## src/rtl/lif_pkg.sv

```systemverilog
// Shared types and constants for the LIF neuron configuration path.
// Holds the serializer state encoding, the byte map of the parameter frame, and the counter-width helper.
package lif_pkg;

  typedef enum logic [1:0] {
    ST_IDLE     = 2'd0,
    ST_SHIFT    = 2'd1,
    ST_WAIT_ACK = 2'd2
  } ser_state_t;

  // Byte positions in the parameter frame. The highest byte is sent first.
  localparam int BYTE_THRESHOLD = 3;
  localparam int BYTE_LEAK      = 2;
  localparam int BYTE_WEIGHT_A  = 1;
  localparam int BYTE_WEIGHT_B  = 0;

  localparam int DEFAULT_NUM_BYTES = 4;

  // Width of a counter that holds 0..n-1. It is never narrower than one bit.
  function automatic int cnt_width(input int n);
    return (n > 1) ? $clog2(n) : 1;
  endfunction

endpackage

```

## src/rtl/lif_bit_timer.sv

```systemverilog
// Bit-period divider: bit_tick is high in the last cycle of every BIT_DIV-cycle period while enabled.
// No added latency. restart reloads the period to cycle 0, and there is no backpressure.
module lif_bit_timer
  import lif_pkg::*;
#(
  parameter int BIT_DIV = 1
) (
  input  logic clk,
  input  logic reset,
  input  logic restart,
  input  logic enable,
  output logic bit_tick
);

  localparam int               DIV_W    = cnt_width(BIT_DIV);
  localparam logic [DIV_W-1:0] DIV_LAST = DIV_W'(BIT_DIV - 1);

  logic [DIV_W-1:0] div_cnt;

  assign bit_tick = enable && (div_cnt == DIV_LAST);

  always_ff @(posedge clk) begin
    if (reset || restart) begin
      div_cnt <= '0;
    end else if (enable) begin
      div_cnt <= bit_tick ? '0 : div_cnt + 1'b1;
    end
  end

endmodule

```

## src/rtl/lif_param_serializer.sv

```systemverilog
// MSB-first serial transmitter for LIF parameter frames, followed by an acknowledge wait with a timeout.
// Outputs are registered, and the first bit appears one cycle after the handshake. frame_ready is high only in IDLE, and offers made while busy are dropped.
module lif_param_serializer
  import lif_pkg::*;
#(
  parameter  int NUM_BYTES   = DEFAULT_NUM_BYTES,
  parameter  int BIT_DIV     = 1,
  parameter  int ACK_TIMEOUT = 64,
  localparam int FRAME_W     = 8 * NUM_BYTES
) (
  input  logic               clk,
  input  logic               reset,
  input  logic [FRAME_W-1:0] frame_data,
  input  logic               frame_valid,
  output logic               frame_ready,
  input  logic               abort,
  output logic               load_mode,
  output logic               serial_data,
  input  logic               params_ready,
  output logic               busy,
  output logic               done,
  output logic               timeout_err
);

  localparam int              BC_W     = $clog2(FRAME_W + 1);
  localparam int              TO_W     = cnt_width(ACK_TIMEOUT);
  localparam logic [BC_W-1:0] BIT_LAST = BC_W'(FRAME_W - 1);
  localparam logic [TO_W-1:0] TO_LAST  = TO_W'(ACK_TIMEOUT - 1);

  ser_state_t         state;
  logic [FRAME_W-1:0] shreg;
  logic [BC_W-1:0]    bit_cnt;
  logic [TO_W-1:0]    to_cnt;
  logic               accept;
  logic               bit_tick;

  // frame_ready is a registered copy of (state == ST_IDLE).
  assign accept = frame_ready && frame_valid;

  lif_bit_timer #(
    .BIT_DIV (BIT_DIV)
  ) u_bit_timer (
    .clk      (clk),
    .reset    (reset),
    .restart  (accept),
    .enable   (state == ST_SHIFT),
    .bit_tick (bit_tick)
  );

  always_ff @(posedge clk) begin
    if (reset) begin
      state       <= ST_IDLE;
      shreg       <= '0;
      bit_cnt     <= '0;
      to_cnt      <= '0;
      load_mode   <= 1'b0;
      serial_data <= 1'b0;
      frame_ready <= 1'b1;
      busy        <= 1'b0;
      done        <= 1'b0;
      timeout_err <= 1'b0;
    end else begin
      done <= 1'b0;
      case (state)
        ST_IDLE: begin
          if (accept) begin
            state       <= ST_SHIFT;
            shreg       <= frame_data;
            bit_cnt     <= '0;
            load_mode   <= 1'b1;
            serial_data <= frame_data[FRAME_W-1];
            frame_ready <= 1'b0;
            busy        <= 1'b1;
            timeout_err <= 1'b0;
          end
        end

        ST_SHIFT: begin
          // abort is checked first so that it also cancels the final-bit transition.
          if (abort) begin
            state       <= ST_IDLE;
            load_mode   <= 1'b0;
            serial_data <= 1'b0;
            frame_ready <= 1'b1;
            busy        <= 1'b0;
          end else if (bit_tick) begin
            if (bit_cnt == BIT_LAST) begin
              state       <= ST_WAIT_ACK;
              to_cnt      <= '0;
              shreg       <= '0;
              load_mode   <= 1'b0;
              serial_data <= 1'b0;
            end else begin
              bit_cnt     <= bit_cnt + 1'b1;
              shreg       <= {shreg[FRAME_W-2:0], 1'b0};
              serial_data <= shreg[FRAME_W-2];
            end
          end
        end

        ST_WAIT_ACK: begin
          if (abort) begin
            state       <= ST_IDLE;
            frame_ready <= 1'b1;
            busy        <= 1'b0;
          end else if (params_ready) begin
            state       <= ST_IDLE;
            done        <= 1'b1;
            frame_ready <= 1'b1;
            busy        <= 1'b0;
          end else if (to_cnt == TO_LAST) begin
            state       <= ST_IDLE;
            timeout_err <= 1'b1;
            frame_ready <= 1'b1;
            busy        <= 1'b0;
          end else begin
            to_cnt <= to_cnt + 1'b1;
          end
        end

        default: begin
          state       <= ST_IDLE;
          load_mode   <= 1'b0;
          serial_data <= 1'b0;
          frame_ready <= 1'b1;
          busy        <= 1'b0;
        end
      endcase
    end
  end

endmodule

```

## config.mk

```make
export PLATFORM = sky130hd
export DESIGN_NAME = lif_param_serializer
export DESIGN_NICKNAME = d
export VERILOG_FILES = /design/src/rtl/lif_pkg.sv /design/src/rtl/lif_bit_timer.sv /design/src/rtl/lif_param_serializer.sv
export SDC_FILE = /design/constraint.sdc
export NUM_CORES = 1
export LEC_CHECK = 0
export CORE_MARGIN = 3
export CORE_UTILIZATION = 47
export CTS_BUF_LIST = sky130_fd_sc_hd__clkbuf_16
export DETAILED_ROUTE_END_ITERATION = 7
export PLACE_DENSITY_LB_ADDON = 0.05
export SETUP_SLACK_MARGIN = 0.4
export SLEW_MARGIN = 40
export SYNTH_ARGS = -nofsm -noshare
export SYNTH_HDL_FRONTEND = slang
export SYNTH_SLANG_ARGS = --single-unit
```

## constraint.sdc

```tcl
create_clock -name clk -period 1.8 [get_ports clk]
set_input_delay 0.36 -clock clk [delete_from_list [all_inputs] [get_ports clk]]
set_output_delay 0.36 -clock clk [all_outputs]
set_load 0.005 [all_outputs]
```

==> out/results.txt <==
initial antenna violation count: 0
RSZ-0062 raised after global routing: true
Pleak: 0.00142 uW
Antenna diodes: 0
final setup TNS: 0 ps
sequential fraction of the synthesis area: 41.1%
worst min path class: flip-flop to flip-flop
CTS Hold Bufs: 0
clock-pin slew on the worst setup and hold paths: 70 ps
DR pass1 iterations: 5
Multi-input gate area: 1630 sq um
Critical Path End Type: flip-flop
GRT Residual Overflow: 0
Detail Route Antenna Nets: 0
Worst Hold Depth: 2
CP Data Required Time: 1970 ps
WHS Endpoint: timeout_err
fin cells: 412
max incr delay on CP: 390 ps
worst-skew pair later-pin latency: 290 ps
core area: 5170 sq um
synth warn: 0
worst r2r src: state[0]
Yosys cell types: 47
Switch Pwr: 864 uW
io pins: 43
Initial Util: 49.0%
Net Count, Synth: 313
worst hold start: timeout_err
Net count, final: 380
total number of vias: 2436
number of fill cells: 345
synth cell count leaders: dfxtp_1, nor2_1, nor3_1
DRT iter0 DRCs: 143
mapped cell area: 2530 sq um
drt drc: 0
layout cells sized above 1: 36.3%
fmax: 0.621 GHz
Startpoint Class: flip-flop
CP Cell Sequence: or3b_4 -> a21o_4 -> o31ai_1 -> a21oi_1
Root Driver: clkbuf_16
Routed WL: 6.90 mm
FF+latch area: 1060 sq um
gr usage total: 20.3%
max cap viols: 0
asr flop ratio synth: 0%
dpl hpwl: 3.92 mm
CP max stage cell: or3b_4
CTS tree: done
H-tree levels: 2
outcome: complete, no violations
total CTS buffers: 5
average vias per placed instance: 5.91
Inst Count DP: 391
worst r2r dst: bit_cnt[3]
#FFs+latches synth: 52
Final Max Slew Viols: 0
switching share of power: 27.1%
Post-synth EDFFs: 0
Worst Tran Pin Value: 384 ps
Synth top area share: 41.1%
vias in the first global route: 2177
PortBufs: 42
GPL Wtd Cong: 0.900
Synth Flop Type: dfxtp_1
die area: 6310 sq um
largest net degree at the start of global routing: 38
final setup vio count: 0
Final Util: 75.1%
Mapped Cells: 274
Internal: 2330 uW
Peak supply drop: 0.000586 V
Clock Power Share: 34.2%
buffer and inverter count on the worst path: 0
area leader, netlist: dfxtp_1
CTS Buffer Depth: 2
cell count of the worst reg-to-reg path: 4
largest cells by area after synthesis: dfxtp_1, a221oi_2, nor3_1, nor2_1, a21oi_1
Die Width: 79.4 microns
Reg power frac: 41.4%
post-place instance area: 3230 sq um
Crit path arrival time: 1780 ps
crit path time final: 1610 ps
row count: 26
pwr/cell area: 822 nW/um^2
count leader, synth: dfxtp_1
crit-path max FO: 9
area grow syn2layout: 53.4%
Final Hold Fails: 0
mean routed wirelength per cell: 16.7 microns
combinational fraction of design power: 24.4%
Die Ht: 79.4 microns
CP Class: flip-flop to flip-flop
Avg Cell Area, Syn: 9.24 sq um
max_slew headroom: 74.4%
cell family with most CP delay: compound AO/OA/AOI/OAI gates
crit share post-route: 89.5%
final instance area: 3880 sq um
first-pass GRT wire length: 10.3 mm
r2r setup slk: 190 ps
Power, Total: 3190 uW
Num Clock Sinks: 52
Worst Clk Skew: 5.18 ps
[through the flow]
stage / hold WS, ps / setup slack, ps
5_1_grt: 491 / 146
4_1_cts: 455 / 225
3_5_place_dp: 466 / -262
3_3_place_gp: 453 / -248
6_report: 481 / 189
2_1_floorplan: 437 / 276
[tightest hold or removal path: cells and delay by family, from the launching register on]
family	cells	cell delay (ps)
flops	1	330
simple gates	1	50
compound gates	1	60
[worst max-delay path by stage]
stage | start | to | slack (ps) | cells after the start
after floorplan | state[0] | shreg[10] | 280 | 6
after global placement | abort | shreg[15] | -250 | 7
after detailed placement | abort | shreg[15] | -260 | 7
after CTS | state[0] | shreg[3] | 220 | 7
after global routing | state[0] | bit_cnt[3] | 150 | 4
final | state[0] | bit_cnt[3] | 190 | 4
[logic make-up after synthesis]
group,after synthesis,share of synthesized area (%)
buffers and inverters,25,5.09
AND/OR/NAND/NOR,116,23.3
multiplexers,1,0.445
adder cells (fa/ha/maj),2,0.988
AO/OA/AOI/OAI,78,29.1
flip-flops,52,41.1
[routing by layer]
layer	GRT usage (%)	wire [microns]	up-vias
met5	0	0	-
met2	32.2	3380	82
met4	5.84	66	0
met3	2.71	388	6
met1	28.8	3060	1161
li1	-	-	1187
[placed cells by master, fill, tap and decap left out, types with 4 or more instances in the layout]
cell	instances
clkbuf_16	10
buf_4	18
buf_8	4
clkdlybuf4s50_1	32
dlygate4sd2_1	9
nand4b_1	5
a221oi_2	29
nor2_1	34
dfxtp_2	7
nand2_1	12
dfxtp_1	43
nor3_1	31
buf_12	7
a21oi_1	14
buf_6	5
[power groups by stage]
stage	registers (uW)	clock network [uW]	logic (uW)
5_1_grt	1330	1160	835
6_report	1320	1090	777
3_3_place_gp	1340	0	595
4_1_cts	1320	1110	673
2_1_floorplan	1330	0	386
3_5_place_dp	1340	0	598
[registers in the layout, indices dropped and copies added, names as in the netlist]
name	flops
state	2
u_bit_timer.div_cnt	1
done	1
frame_ready	1
load_mode	1
serial_data	1
to_cnt	6
bit_cnt	6
shreg	31
busy	1
timeout_err	1
[area by class of cell]
cell class | instances | area share [%]
Clock buffer | 5 | 3.22
Clock inverter | 3 | 1.22
Inverter | 4 | 0.387
Multi-Input combinational cell | 197 | 42.0
Sequential cell | 52 | 27.2
Tap cell | 70 | 2.26
Timing Repair Buffer | 81 | 23.7
[timing repair]
action                                  in CTS  in global routing
gates cloned                                 2                  5
resized for setup                           55                 24
setup buffers                                2                  4
pin swaps                                   25                 18
endpoints found under the setup margin      56                 50
Note: power is estimated with default switching activity, not from simulation.
